--- src/rtl/sample_timebase_pkg.sv ---
// Shared types, default parameters and the elaboration-time period formula for sample_timebase.
package sample_timebase_pkg;

    localparam int unsigned DEF_CNT_W      = 32;
    localparam int unsigned DEF_SCALE_W    = 5;
    localparam int unsigned DEF_NUM_SCALES = 16;
    localparam int unsigned DEF_BASE_DIV   = 100;
    localparam int unsigned DEF_LEN_W      = 16;

    typedef enum logic {
        ST_IDLE = 1'b0,
        ST_RUN  = 1'b1
    } state_e;

    // Period for scale code s (1-based): base_div * {1,2,4}[(s-1)%3] * 10^((s-1)/3).
    function automatic logic [63:0] period_calc(input int unsigned scale, input int unsigned base_div);
        logic [63:0] p;
        int unsigned idx;
        int unsigned dec;
        if (scale == 0) begin
            return 64'd0;
        end
        idx = scale - 1;
        dec = idx / 3;
        if ((idx % 3) == 0) begin
            p = 64'(base_div);
        end else if ((idx % 3) == 1) begin
            p = 64'(base_div) * 64'd2;
        end else begin
            p = 64'(base_div) * 64'd4;
        end
        for (int unsigned i = 0; i < dec; i++) begin
            p = p * 64'd10;
        end
        return p;
    endfunction

endpackage

--- src/rtl/sample_timebase_period_rom.sv ---
// Combinational scale-code to period lookup; out-of-range codes fall back to the slowest entry.
module period_rom
    import sample_timebase_pkg::*;
#(
    parameter int unsigned CNT_W      = DEF_CNT_W,
    parameter int unsigned SCALE_W    = DEF_SCALE_W,
    parameter int unsigned NUM_SCALES = DEF_NUM_SCALES,
    parameter int unsigned BASE_DIV   = DEF_BASE_DIV
) (
    input  logic [SCALE_W-1:0] scale,
    output logic [CNT_W-1:0]   period_c,
    output logic               invalid_c
);

    localparam logic [CNT_W-1:0] SLOWEST = CNT_W'(period_calc(NUM_SCALES, BASE_DIV));

    logic [NUM_SCALES:1] hit;
    logic [CNT_W-1:0]    chain [0:NUM_SCALES];

    assign chain[0] = '0;

    // One constant entry per code; the OR chain selects the single matching entry.
    for (genvar s = 1; s <= int'(NUM_SCALES); s++) begin : g_rom
        localparam logic [63:0] ENTRY = period_calc(32'(s), BASE_DIV);

        if ((ENTRY >> CNT_W) != 64'd0) begin : g_ovf
            $error("period table entry %0d does not fit in CNT_W bits", s);
        end

        assign hit[s]   = (32'(scale) == 32'(s));
        assign chain[s] = chain[s-1] | (hit[s] ? CNT_W'(ENTRY) : '0);
    end

    assign invalid_c = ~|hit;
    assign period_c  = invalid_c ? SLOWEST : chain[NUM_SCALES];

endmodule

--- src/rtl/sample_timebase.sv ---
// Programmable sampling timebase: emits tick strobes every period(scale) cycles, grouped into frames.
module sample_timebase
    import sample_timebase_pkg::*;
#(
    parameter int unsigned CNT_W      = DEF_CNT_W,
    parameter int unsigned SCALE_W    = DEF_SCALE_W,
    parameter int unsigned NUM_SCALES = DEF_NUM_SCALES,
    parameter int unsigned BASE_DIV   = DEF_BASE_DIV,
    parameter int unsigned LEN_W      = DEF_LEN_W
) (
    input  logic               clk,
    input  logic               rst,
    input  logic               en,
    input  logic               start,
    input  logic               mode,
    input  logic [SCALE_W-1:0] scale_in,
    input  logic [LEN_W-1:0]   frame_len,
    output logic               tick,
    output logic [LEN_W-1:0]   tick_idx,
    output logic               frame_done,
    output logic               busy,
    output logic [CNT_W-1:0]   period_out,
    output logic               scale_err
);

    localparam logic [CNT_W-1:0] RST_PERIOD = CNT_W'(period_calc(NUM_SCALES, BASE_DIV));

    state_e            state_q, state_d;
    logic [CNT_W-1:0]  cnt_q, cnt_d;
    logic [LEN_W-1:0]  idx_q, idx_d;
    logic [LEN_W-1:0]  len_q, len_d;
    logic              mode_q, mode_d;
    logic [CNT_W-1:0]  period_q, period_d;
    logic              err_q, err_d;
    logic              tick_q, tick_d;
    logic              done_q, done_d;
    logic [LEN_W-1:0]  tick_idx_q, tick_idx_d;
    logic              busy_q, busy_d;

    logic [CNT_W-1:0]  rom_period_c;
    logic              rom_invalid_c;
    logic [LEN_W-1:0]  last_idx_c;
    logic              wrap_c;
    logic              frame_end_c;

    period_rom #(
        .CNT_W      (CNT_W),
        .SCALE_W    (SCALE_W),
        .NUM_SCALES (NUM_SCALES),
        .BASE_DIV   (BASE_DIV)
    ) u_period_rom (
        .scale     (scale_in),
        .period_c  (rom_period_c),
        .invalid_c (rom_invalid_c)
    );

    // A zero frame length behaves as a one-tick frame.
    assign last_idx_c  = (len_q == '0) ? '0 : len_q - LEN_W'(1);
    assign wrap_c      = (cnt_q == period_q - CNT_W'(1));
    assign frame_end_c = (idx_q >= last_idx_c);

    always_ff @(posedge clk) begin
        if (rst) begin
            state_q <= ST_IDLE;
        end else begin
            state_q <= state_d;
        end
    end

    always_ff @(posedge clk) begin
        if (rst) begin
            cnt_q      <= '0;
            idx_q      <= '0;
            len_q      <= '0;
            mode_q     <= 1'b0;
            period_q   <= RST_PERIOD;
            err_q      <= 1'b0;
            tick_q     <= 1'b0;
            done_q     <= 1'b0;
            tick_idx_q <= '0;
            busy_q     <= 1'b0;
        end else begin
            cnt_q      <= cnt_d;
            idx_q      <= idx_d;
            len_q      <= len_d;
            mode_q     <= mode_d;
            period_q   <= period_d;
            err_q      <= err_d;
            tick_q     <= tick_d;
            done_q     <= done_d;
            tick_idx_q <= tick_idx_d;
            busy_q     <= busy_d;
        end
    end

    always_comb begin
        state_d    = state_q;
        cnt_d      = cnt_q;
        idx_d      = idx_q;
        len_d      = len_q;
        mode_d     = mode_q;
        period_d   = period_q;
        err_d      = err_q;
        tick_d     = 1'b0;
        done_d     = 1'b0;
        tick_idx_d = tick_idx_q;

        unique case (state_q)
            ST_IDLE: begin
                cnt_d      = '0;
                idx_d      = '0;
                tick_idx_d = '0;
                if (en && start) begin
                    state_d  = ST_RUN;
                    period_d = rom_period_c;
                    err_d    = rom_invalid_c;
                    len_d    = frame_len;
                    mode_d   = mode;
                end
            end
            ST_RUN: begin
                // A finished single frame leaves RUN the cycle after its frame_done.
                if (!en || (done_q && mode_q)) begin
                    state_d    = ST_IDLE;
                    cnt_d      = '0;
                    idx_d      = '0;
                    tick_idx_d = '0;
                end else if (wrap_c) begin
                    cnt_d      = '0;
                    tick_d     = 1'b1;
                    done_d     = frame_end_c;
                    tick_idx_d = idx_q;
                    idx_d      = frame_end_c ? '0 : idx_q + LEN_W'(1);
                    // Rate and length only change on interval boundaries.
                    period_d   = rom_period_c;
                    err_d      = rom_invalid_c;
                    len_d      = frame_len;
                end else begin
                    cnt_d = cnt_q + CNT_W'(1);
                end
            end
            default: begin
                state_d = ST_IDLE;
            end
        endcase

        busy_d = (state_d == ST_RUN);
    end

    assign tick       = tick_q;
    assign tick_idx   = tick_idx_q;
    assign frame_done = done_q;
    assign busy       = busy_q;
    assign period_out = period_q;
    assign scale_err  = err_q;

endmodule

--- config.mk ---
export PLATFORM = sky130hd
export DESIGN_NAME = sample_timebase
export DESIGN_NICKNAME = d
export VERILOG_FILES = /design/src/rtl/sample_timebase_pkg.sv /design/src/rtl/sample_timebase_period_rom.sv /design/src/rtl/sample_timebase.sv
export SDC_FILE = /design/constraint.sdc
export NUM_CORES = 1
export LEC_CHECK = 0
export ABC_AREA = 0
export CELL_PAD_IN_SITES_DETAIL_PLACEMENT = 2
export CELL_PAD_IN_SITES_GLOBAL_PLACEMENT = 2
export CORE_MARGIN = 2
export CORE_UTILIZATION = 30
export CTS_CLUSTER_SIZE = 16
export DETAILED_ROUTE_END_ITERATION = 8
export GPL_ROUTABILITY_DRIVEN = 1
export PLACE_DENSITY_LB_ADDON = 0.12
export SLEW_MARGIN = 25
export SYNTH_ARGS = -nofsm -noshare
export SYNTH_HDL_FRONTEND = slang
export SYNTH_SLANG_ARGS = --single-unit
--- constraint.sdc ---
create_clock -name clk -period 4 [get_ports clk]
set_clock_uncertainty 0.2 [all_clocks]
set_input_delay 0.8 -clock clk [delete_from_list [all_inputs] [get_ports clk]]
set_output_delay 0.8 -clock clk [all_outputs]
set_load 0.02 [all_outputs]
Yosys cells after proc, flatten, opt, wreduce, memory -nomap -nowiden. Index checks and enable logic that the tools add are counted. Widths: inputs -> output; s select.

Reduce and logical (&&, ||, !) cells: 11. Eq/ne operators: 21. Muxes and demuxes: 44. Order comparisons: 1. Add/sub/neg operators: 4. Bitwise gates (word level): 17.

Operators with widths (number): $or 32x32->32 (15); $mux 32 (6); $mux 16 (10); $pmux 32 s2 (2); $pmux 16 s2 (3); $eq 5x4->1 const B (8); $add 32x1->32 const B (1); $eq 32x32->1 (1); $sub 32x1->32 const B (1); $mux 24 (1); $mux 22 (1); $mux 21 (1); $eq 5x3->1 const B (4); $mux 20 (1); $mux 19 (1); $mux 18 (1); $mux 17 (1); $add 16x1->16 const B (1); $ge 16x16->1 (1); $logic_not 16->1 (1); $reduce_or 16->1 (1); $sub 16x1->16 const B (1); $mux 15 (1); $mux 14 (1); other kinds (22) (33).

Flip-flop bits (word level): 117. Input bits: 26. Output and inout bits: 52. Logic and storage cells: 108.

Longest topological paths before layout. Gate-level depths: netlist of the first run.

Depth after elaboration: 21. Gate-level depth with buffers: 16. Mapped depth without buffers: 15.

Hierarchy. Synthesis of the first run repeated with hierarchy kept, for this count alone.

Cell total of the unflattened synthesis: 1169. Area total of the unflattened synthesis: 9176.3 µm².

Modules (own cells, without submodules): sample_timebase (sequential area each 2342.2 µm², cells an instance 1092, area an instance 8623.3 µm², instances 1); period_rom (sequential area each 0.0 µm², cells an instance 77, area an instance 553.0 µm², instances 1).

Worst setup path before layout of the first run. Ideal clock, no wire load.

Path kind: reg-to-reg. Start: reg len_q[6]. End: reg idx_q[11]. Required time: 3.726 ns. Clock period less this slack: 3.843 ns. Path slack: 0.157 ns. Path buffers: 3. Stages on the path, launching flop included: 17. Arrival time: 3.569 ns. Library setup time: 0.074 ns. Cell sequence: dfxtp_1 > or4_1 > nor3_1 > and4b_1 > clkbuf_1 > nand2_1 > clkbuf_1 > nand2_1 > ha_1 > a21o_1 > a21oi_1 > o211ai_1 > a21o_1 > a31oi_1 > clkbuf_1 > nand3_1 > a31oi_1.

Cells in the longest elaborated chain, start to end: 7. Elaborated cells on any way between the ends: 8. Classes of those cells: add/sub: 1; order compare: 1; mux: 5; reduce/logical: 1.

RTL lines: start: declaration (RTL line sample_timebase.sv:31) `logic [LEN_W-1:0] len_q, len_d;`; start signal: assignment (RTL line sample_timebase.sv:85) `len_q <= len_d;`; $sub 16x1->16 or $logic_not 16->1 (tied branches) (RTL line sample_timebase.sv:58) `assign last_idx_c = (len_q == '0) ? '0 : len_q - LEN_W'(1);`; $mux 16 (*) (RTL line sample_timebase.sv:58); $ge 16x16->1 (*) (RTL line sample_timebase.sv:60) `assign frame_end_c = (idx_q >= last_idx_c);`; $mux 16 (*) (RTL line sample_timebase.sv:133) `idx_d = frame_end_c ? '0 : idx_q + LEN_W'(1);`; $mux 16 (*) (RTL line sample_timebase.sv:128) `end else if (wrap_c) begin`; $mux 16 (*) (RTL line sample_timebase.sv:123) `if (!en || (done_q && mode_q)) begin`; $pmux 16 s2 (*) (RTL line sample_timebase.sv:108) `unique case (state_q)`; end signal: assignment (RTL line sample_timebase.sv:84) `idx_q <= idx_d;`; end: declaration (RTL line sample_timebase.sv:30) `logic [LEN_W-1:0] idx_q, idx_d;`.

Mark *: on every way between the ends. The rest lies on a longest branch, timed or not. The select of a mux whose other input is x is not followed. A chain may end at the register's enable or synchronous reset.

Final worst setup path of the first run.
Start: reg len_q[8]. End: reg idx_q[13].

Same word-level chain as after synthesis.

==> results of run 1 <==
-- worst register-to-register path, delay by kind of cell, from the launching register on --
kind,cells,cell delay [ns]
fa+ha+maj,1,0.30
flops,1,0.36
simple gates,6,1.46
buf+inv,1,0.17
compound gates,6,1.20
-- area by class of cell --
| type | count | area share |
|---|---|---|
| clock buffer | 9 | 0.02941 |
| inverter | 23 | 0.01127 |
| tap | 270 | 0.04412 |
| timing repair buffer | 93 | 0.1199 |
| clock inverter | 7 | 0.01242 |
| sequential | 106 | 0.2771 |
| multi-input combinational | 593 | 0.5057 |
-- power by group --
| part | leakage [nW] | internal (mW) | switching (mW) | total (mW) |
|---|---|---|---|---|
| Sequential | 0.857 | 1.07 | 0.0200 | 1.09 |
| Combinational | 1.80 | 0.151 | 0.210 | 0.360 |
| Clock | 0.157 | 0.506 | 0.465 | 0.971 |
| Total | 2.81 | 1.73 | 0.694 | 2.42 |
-- Yosys cell counts, types with 3 or more instances --
cell type  count  area share
a211o_1        3      0.0042
a211oi_1       5      0.0060
a21o_1         4      0.0048
a21oi_1       23       0.018
a22oi_1        3      0.0036
a31oi_1        5      0.0050
a41oi_1        7      0.0098
and2_1         5      0.0050
and3_1        18       0.018
buf_2          7      0.0056
buf_4         14       0.017
buf_6          4      0.0072
clkbuf_1      23       0.014
dfxtp_1      106        0.34
ha_1          21       0.042
inv_1         23       0.014
mux2i_1       39       0.062
nand2_1       44       0.026
nand2b_1      14       0.014
nand3_1       36       0.029
nand3b_1       3      0.0036
nand4_1       20       0.020
nor2_1       111       0.067
nor2b_1       10       0.010
nor3_1        29       0.023
nor4_1        12       0.012
nor4b_1        3      0.0042
o2111ai_1      6      0.0084
o211ai_1       4      0.0048
o21a_1         3      0.0036
o21ai_0       20       0.016
o21ai_1        9      0.0072
o22ai_1        6      0.0060
o31ai_1        5      0.0060
or3_1          8      0.0080
or4_1          5      0.0060
xnor2_1       29       0.041
xor2_1        39       0.055
-- per-layer routing --
metal | up-vias | share of wire | track usage
li1 | 2817 | - | -
met1 | 2870 | 0.51 | 0.2797
met2 | 74 | 0.46 | 0.3169
met3 | 16 | 0.021 | 0.02178
met4 | 0 | 0.013 | 0.05238
met5 | - | 0 | 0
-- sequential cells by signal, indices dropped and copies added (netlist names) --
signal and flops:
cnt_q 32, busy 1, scale_err 1, len_q 16, frame_done 1, idx_q 16, tick_idx 16, mode_q 1
period_out 21, tick 1
-- what timing repair did --
item | CTS | global route
setup endpoints to repair | 3 | 70
hold buffers | 0 | 0
gates resized for setup | 1 | 11
cloned | 0 | 0
-- worst min-delay path by stage --
stage                                   start                   to  slack, ns
after floorplan           cnt_q[0]$_SDFF_PP0_  cnt_q[0]$_SDFF_PP0_       0.22
after global placement    cnt_q[0]$_SDFF_PP0_  cnt_q[0]$_SDFF_PP0_       0.22
after detailed placement  cnt_q[0]$_SDFF_PP0_  cnt_q[0]$_SDFF_PP0_       0.25
after CTS                 cnt_q[0]$_SDFF_PP0_  cnt_q[0]$_SDFF_PP0_       0.27
after global routing      cnt_q[0]$_SDFF_PP0_  cnt_q[0]$_SDFF_PP0_       0.32
final                     cnt_q[0]$_SDFF_PP0_  cnt_q[0]$_SDFF_PP0_       0.27
-- logic make-up (layout without fill, tap and decap cells) --
kind of cell,Yosys count,after routing,synth area share
other cells,1,11,0.0005989
fa+ha+maj,21,21,0.04197
simple gates,330,330,0.2634
mux,41,41,0.06595
compound gates,122,122,0.1357
xor+xnor,68,68,0.09512
buf+inv,73,132,0.05835
flops,106,106,0.3389
-- metrics by stage --
stage,util,TNS [ns],hold slack (ns),worst slack [ns],instance area (um^2)
3_3_place_gp,0.3570,0,0.2249,0.1032,7271
3_5_place_dp,0.3570,0,0.2503,0.01563,7271
2_1_floorplan,-,0,0.2175,0.1570,6299
5_1_grt,0.3760,-0.001751,0.3222,-0.001751,7657
6_report,0.3760,0,0.2675,0.2338,7657
4_1_cts,0.3730,0,0.2656,0.04062,7596
==> results.toml, run 1 <==
[status]
outcome = "finished clean"

[clock_tree]
cts_setup_buffers = 0
cts_root_buffer = "clkbuf_16"
htreeDepth = 3
clk_latency_ns = 0.37
cts_tree = "built"
clk_pin_slew_ns = 0.08
cts.sinks = 106
cts_max_path_buffers = 2
numCtsBuffers = 9

[grt]
grt_pass1_wl_um = 34330
grt_pass1_vias = 6189
grt_max_degree = 59
grt.total_usage = 0.1966
grt-ovfl-total = 0
grt_antenna_before_repair = 0

[route]
drt_wl_total_um = 21070
routed_via_density = 5.247
drtAntennaViolNets = 0
dr.pass1.iters = 4
wire_per_inst_um = 19.13
route.vias.total = 5777
drt_iter0_markers = 237
drc = 0

[yosys]
ys_warn_count = 0
mappedNetlistArea_mm2 = 0.006261
postSynth.asyncResetShare = 0
ys_ff_latch = 106
yosysSeqAreaShare = 0.3389
synth_edf_count = 0
syn-instance-count = 762
avgSynthCellArea_um2 = 8.217
ys_types = 64
synth_top_flop_cell = "dfxtp_1"

[place]
place.gp.congestion = 0.9091
dp_hpwl_um = 15990
port_buffers = 66
place_inst = 1085

[final_layout]
multiInputGateArea_mm2 = 0.003872
fillers = 2292
area_delta_synth_final_pct = 22.30
final_cells = 1101
final_common_cell = "nor2_1"
drive_gt1_frac = 0.07581
area.sequential_mm2 = 0.002122
n_antenna_cell = 0
mostFrequentLayoutCells = "nor2_1 (111), dfxtp_1 (106), clkdlybuf4s50_1 (66), nand2_1 (43)"
nets = 873

[floorplan]
start_util = 0.3074
num_io_pins = 78
fp.dieW_um = 148.5
core_area_mm2 = 0.02036
dieArea_mm2 = 0.02204
dieHeight_um = 148.5
rows = 52

[setup_path]
r2r_start = "len_q[8]$_SDFFE_PP0P_"
worst_r2r_path_depth = 14
crit_type = "register to register"
end_kind = "register"
crit_path_max_fanout = 15
cp.depth = 14
cpPeakStageDelay_ns = 0.53
worstPathBufferInverterCount = 1
path_cells = "or4_4 -> nor3_4 -> nand3_1 -> or3_1 -> nor3_1 -> a21oi_1 -> ha_1 -> a21o_1 -> a221o_1 -> a31oi_2 -> buf_12 -> nand2_1 -> o21a_1 -> a21oi_1"
slowest_stage = "or4_4"
crit_path_end = "idx_q[13]$_SDFFE_PP0P_"
cp_common_cell = "a21oi_1"
crit_start = "len_q[8]$_SDFFE_PP0P_"
start_kind = "register"
crit_arrival_ns = 3.85
critPathTopFamily = "simple AND/OR/NAND/NOR gates"
crit_required_ns = 4.09
ff2ff_setup_slack_ns = 0.23
rr_endpoint = "idx_q[13]$_SDFFE_PP0P_"

[timing]
period_needed_ns = 3.766
timing.fmax_mhz = 265.5
hold_viol_final = 0
fin_crit_sh = 0.9416
tightestPinTransition_ns = 0.7876
setup-violations-final = 0
slew_headroom = 0.4735
maxSlewViolCount = 0

[min_path]
min_path_cells = 1
hp-class = "register to register"

[power_and_ir_drop]
total_power_mw = 2.421
p_leak_nw = 2.811
irDropWorstVdd_mv = 0.1847
power.density_mw_per_mm2 = 316.1

[job]
drv_cap = 0
No activity file was read; power rests on OpenSTA's default activity.
==> run 2: changes to the inputs <==
- ABC_CLOCK_PERIOD_IN_PS: not set -> 4000
==> results of run 2 <==
No change in the layout: final DEF, timing and power equal those of run 1.
==> run 3: changes to the inputs <==
--- a/config.mk
+++ b/config.mk
@@ -8,3 +8,3 @@
 export ABC_AREA = 0
-export ABC_CLOCK_PERIOD_IN_PS = 4000
+export ABC_CLOCK_PERIOD_IN_PS = 4300
 export CELL_PAD_IN_SITES_DETAIL_PLACEMENT = 2
@@ -12,3 +12,3 @@
 export CORE_MARGIN = 2
-export CORE_UTILIZATION = 30
+export CORE_UTILIZATION = 34
 export CTS_CLUSTER_SIZE = 16
==> constraint.sdc (replaced) <==
create_clock -name clk -period 4.3 [get_ports clk]
set_clock_uncertainty 0.2 [all_clocks]
set_input_delay 0.86 -clock clk [delete_from_list [all_inputs] [get_ports clk]]
set_output_delay 0.86 -clock clk [all_outputs]
set_load 0.05 [all_outputs]
==> run 3 against run 2 <==
Net effect:
- clock power shrank 8.5%
- sequential share of layout area up 0.91 points
- setup slack improved by 0.0089 ns
- via count is 0.95% higher
- fmax is 7.2% lower
==> results.toml, run 3 (synthesis gave the netlist of run 1 again) <==
[place]
place.gp.congestion = 0.8345
port_buffers = 66
dp_hpwl_um = 15230
place_area_mm2 = 0.007087
place_inst = 1028
detailedPlace.worstSlack_ns = 0.1260

[final_layout]
multiInputGateArea_mm2 = 0.003826
fillers = 2037
stdcell_area_mm2 = 0.007415
n_antenna_cell = 0
fin_util = 0.4114
mostFrequentLayoutCells = "nor2_1 (111), dfxtp_1 (106), clkdlybuf4s50_1 (66), nand2_1 (43)"
area_delta_synth_final_pct = 18.43
drive_gt1_frac = 0.05031
nets = 857
final_common_cell = "nor2_1"
area.sequential_mm2 = 0.002122
largest_reg_flops = 32
regMostFlops = "cnt_q"
final_cells = 1044

[route]
drt_iter0_markers = 286
dr.pass1.iters = 4
wire_per_inst_um = 19.45
route.vias.total = 5832
drt_wl_total_um = 20310
drc = 0
drtAntennaViolNets = 0
routed_via_density = 5.586

[clock_tree]
htreeDepth = 3
cts_setup_buffers = 0
cts_tree = "built"
cts.sinks = 106
cts_root_buffer = "clkbuf_16"
cts_max_path_buffers = 2
clk_pin_slew_ns = 0.08
numCtsBuffers = 9
cts-resized-gates = 0
cts_hold_buf = 0
clk_latency_ns = 0.36

[grt]
grt-ovfl-total = 0
grt_pass1_wl_um = 33170
grt_max_degree = 59
grt.total_usage = 0.2084
grt_pass1_vias = 6180
grt_antenna_before_repair = 0

[setup_path]
worst_r2r_path_depth = 14
crit_required_ns = 4.39
ff2ff_setup_slack_ns = 0.24
crit_arrival_ns = 4.15
end_kind = "register"
rr_endpoint = "idx_q[13]$_SDFFE_PP0P_"
r2r_start = "len_q[6]$_SDFFE_PP0P_"
start_kind = "register"
crit_path_max_fanout = 15
crit_type = "register to register"

[timing]
fin_crit_sh = 0.9436
hold_ws_ns = 0.2589
setup-violations-final = 0
setup_ws_ns = 0.2427
fin_tns_setup_ns = 0
tightestPinTransition_ns = 1.015
slew_headroom = 0.3137
timing.fmax_mhz = 246.5
hold_viol_final = 0
maxSlewViolCount = 0
period_needed_ns = 4.057

[min_path]
min_from = "cnt_q[0]$_SDFF_PP0_"
hold_end = "cnt_q[0]$_SDFF_PP0_"
hp-class = "register to register"
min_path_cells = 1

[floorplan]
fp.dieW_um = 139.7
num_io_pins = 78
dieArea_mm2 = 0.01952
dieHeight_um = 139.7
core_area_mm2 = 0.01802
start_util = 0.3474
rows = 49

[power_and_ir_drop]
power.density_mw_per_mm2 = 302.2
irDropWorstVdd_mv = 0.1913
p_leak_nw = 2.691
total_power_mw = 2.241

[job]
drv_cap = 0

[status]
outcome = "finished clean"
==> run 3: worst max path at each step <==
stage | startpoint | end | slack (ns) | depth (start not counted)
2_1_floorplan | len_q[6]$_SDFFE_PP0P_ | idx_q[11]$_SDFFE_PP0P_ | 0.46 | 16
3_3_place_gp | len_q[6]$_SDFFE_PP0P_ | idx_q[0]$_SDFFE_PP0P_ | 0.23 | 14
3_5_place_dp | len_q[6]$_SDFFE_PP0P_ | idx_q[7]$_SDFFE_PP0P_ | 0.13 | 14
4_1_cts | len_q[6]$_SDFFE_PP0P_ | idx_q[13]$_SDFFE_PP0P_ | 0.03 | 15
5_1_grt | len_q[6]$_SDFFE_PP0P_ | idx_q[13]$_SDFFE_PP0P_ | -0.04 | 14
6_report | len_q[6]$_SDFFE_PP0P_ | idx_q[13]$_SDFFE_PP0P_ | 0.24 | 14
==> run 3: final cells by class <==
| type | count | share of cell area |
|---|---|---|
| Clock buffer | 9 | 0.03037 |
| Clock inverter | 7 | 0.01181 |
| Inverter | 23 | 0.01164 |
| Multi-Input combinational cell | 593 | 0.5160 |
| Sequential cell | 106 | 0.2862 |
| Tap cell | 229 | 0.03864 |
| Timing Repair Buffer | 77 | 0.1053 |
==> run 3: metal layers <==
metal	GRT usage	vias up	part of all wire
met5	0	-	0
met3	0.02512	14	0.028
met2	0.3435	98	0.46
met1	0.2914	2931	0.50
met4	0.04895	0	0.011
li1	-	2789	-
==> run 3: report_power, final <==
part	leakage (nW)	switching [mW]	total [mW]	internal (mW)
Sequential	0.857	0.0219	1.02	0.995
Combinational	1.69	0.207	0.337	0.129
Clock	0.145	0.425	0.888	0.463
Total	2.69	0.654	2.24	1.59
==> run 3: critical path: stages (launching register included) <==
cell	delay (ns)
dfxtp_1	0.37
or4_1	0.64
nor3_4	0.23
nand3_1	0.17
or3_1	0.36
nor3_1	0.20
a21oi_1	0.10
ha_1	0.30
a21o_1	0.18
a221o_1	0.33
a31oi_1	0.14
buf_4	0.24
nand2_1	0.13
o21a_1	0.24
a21oi_1	0.15
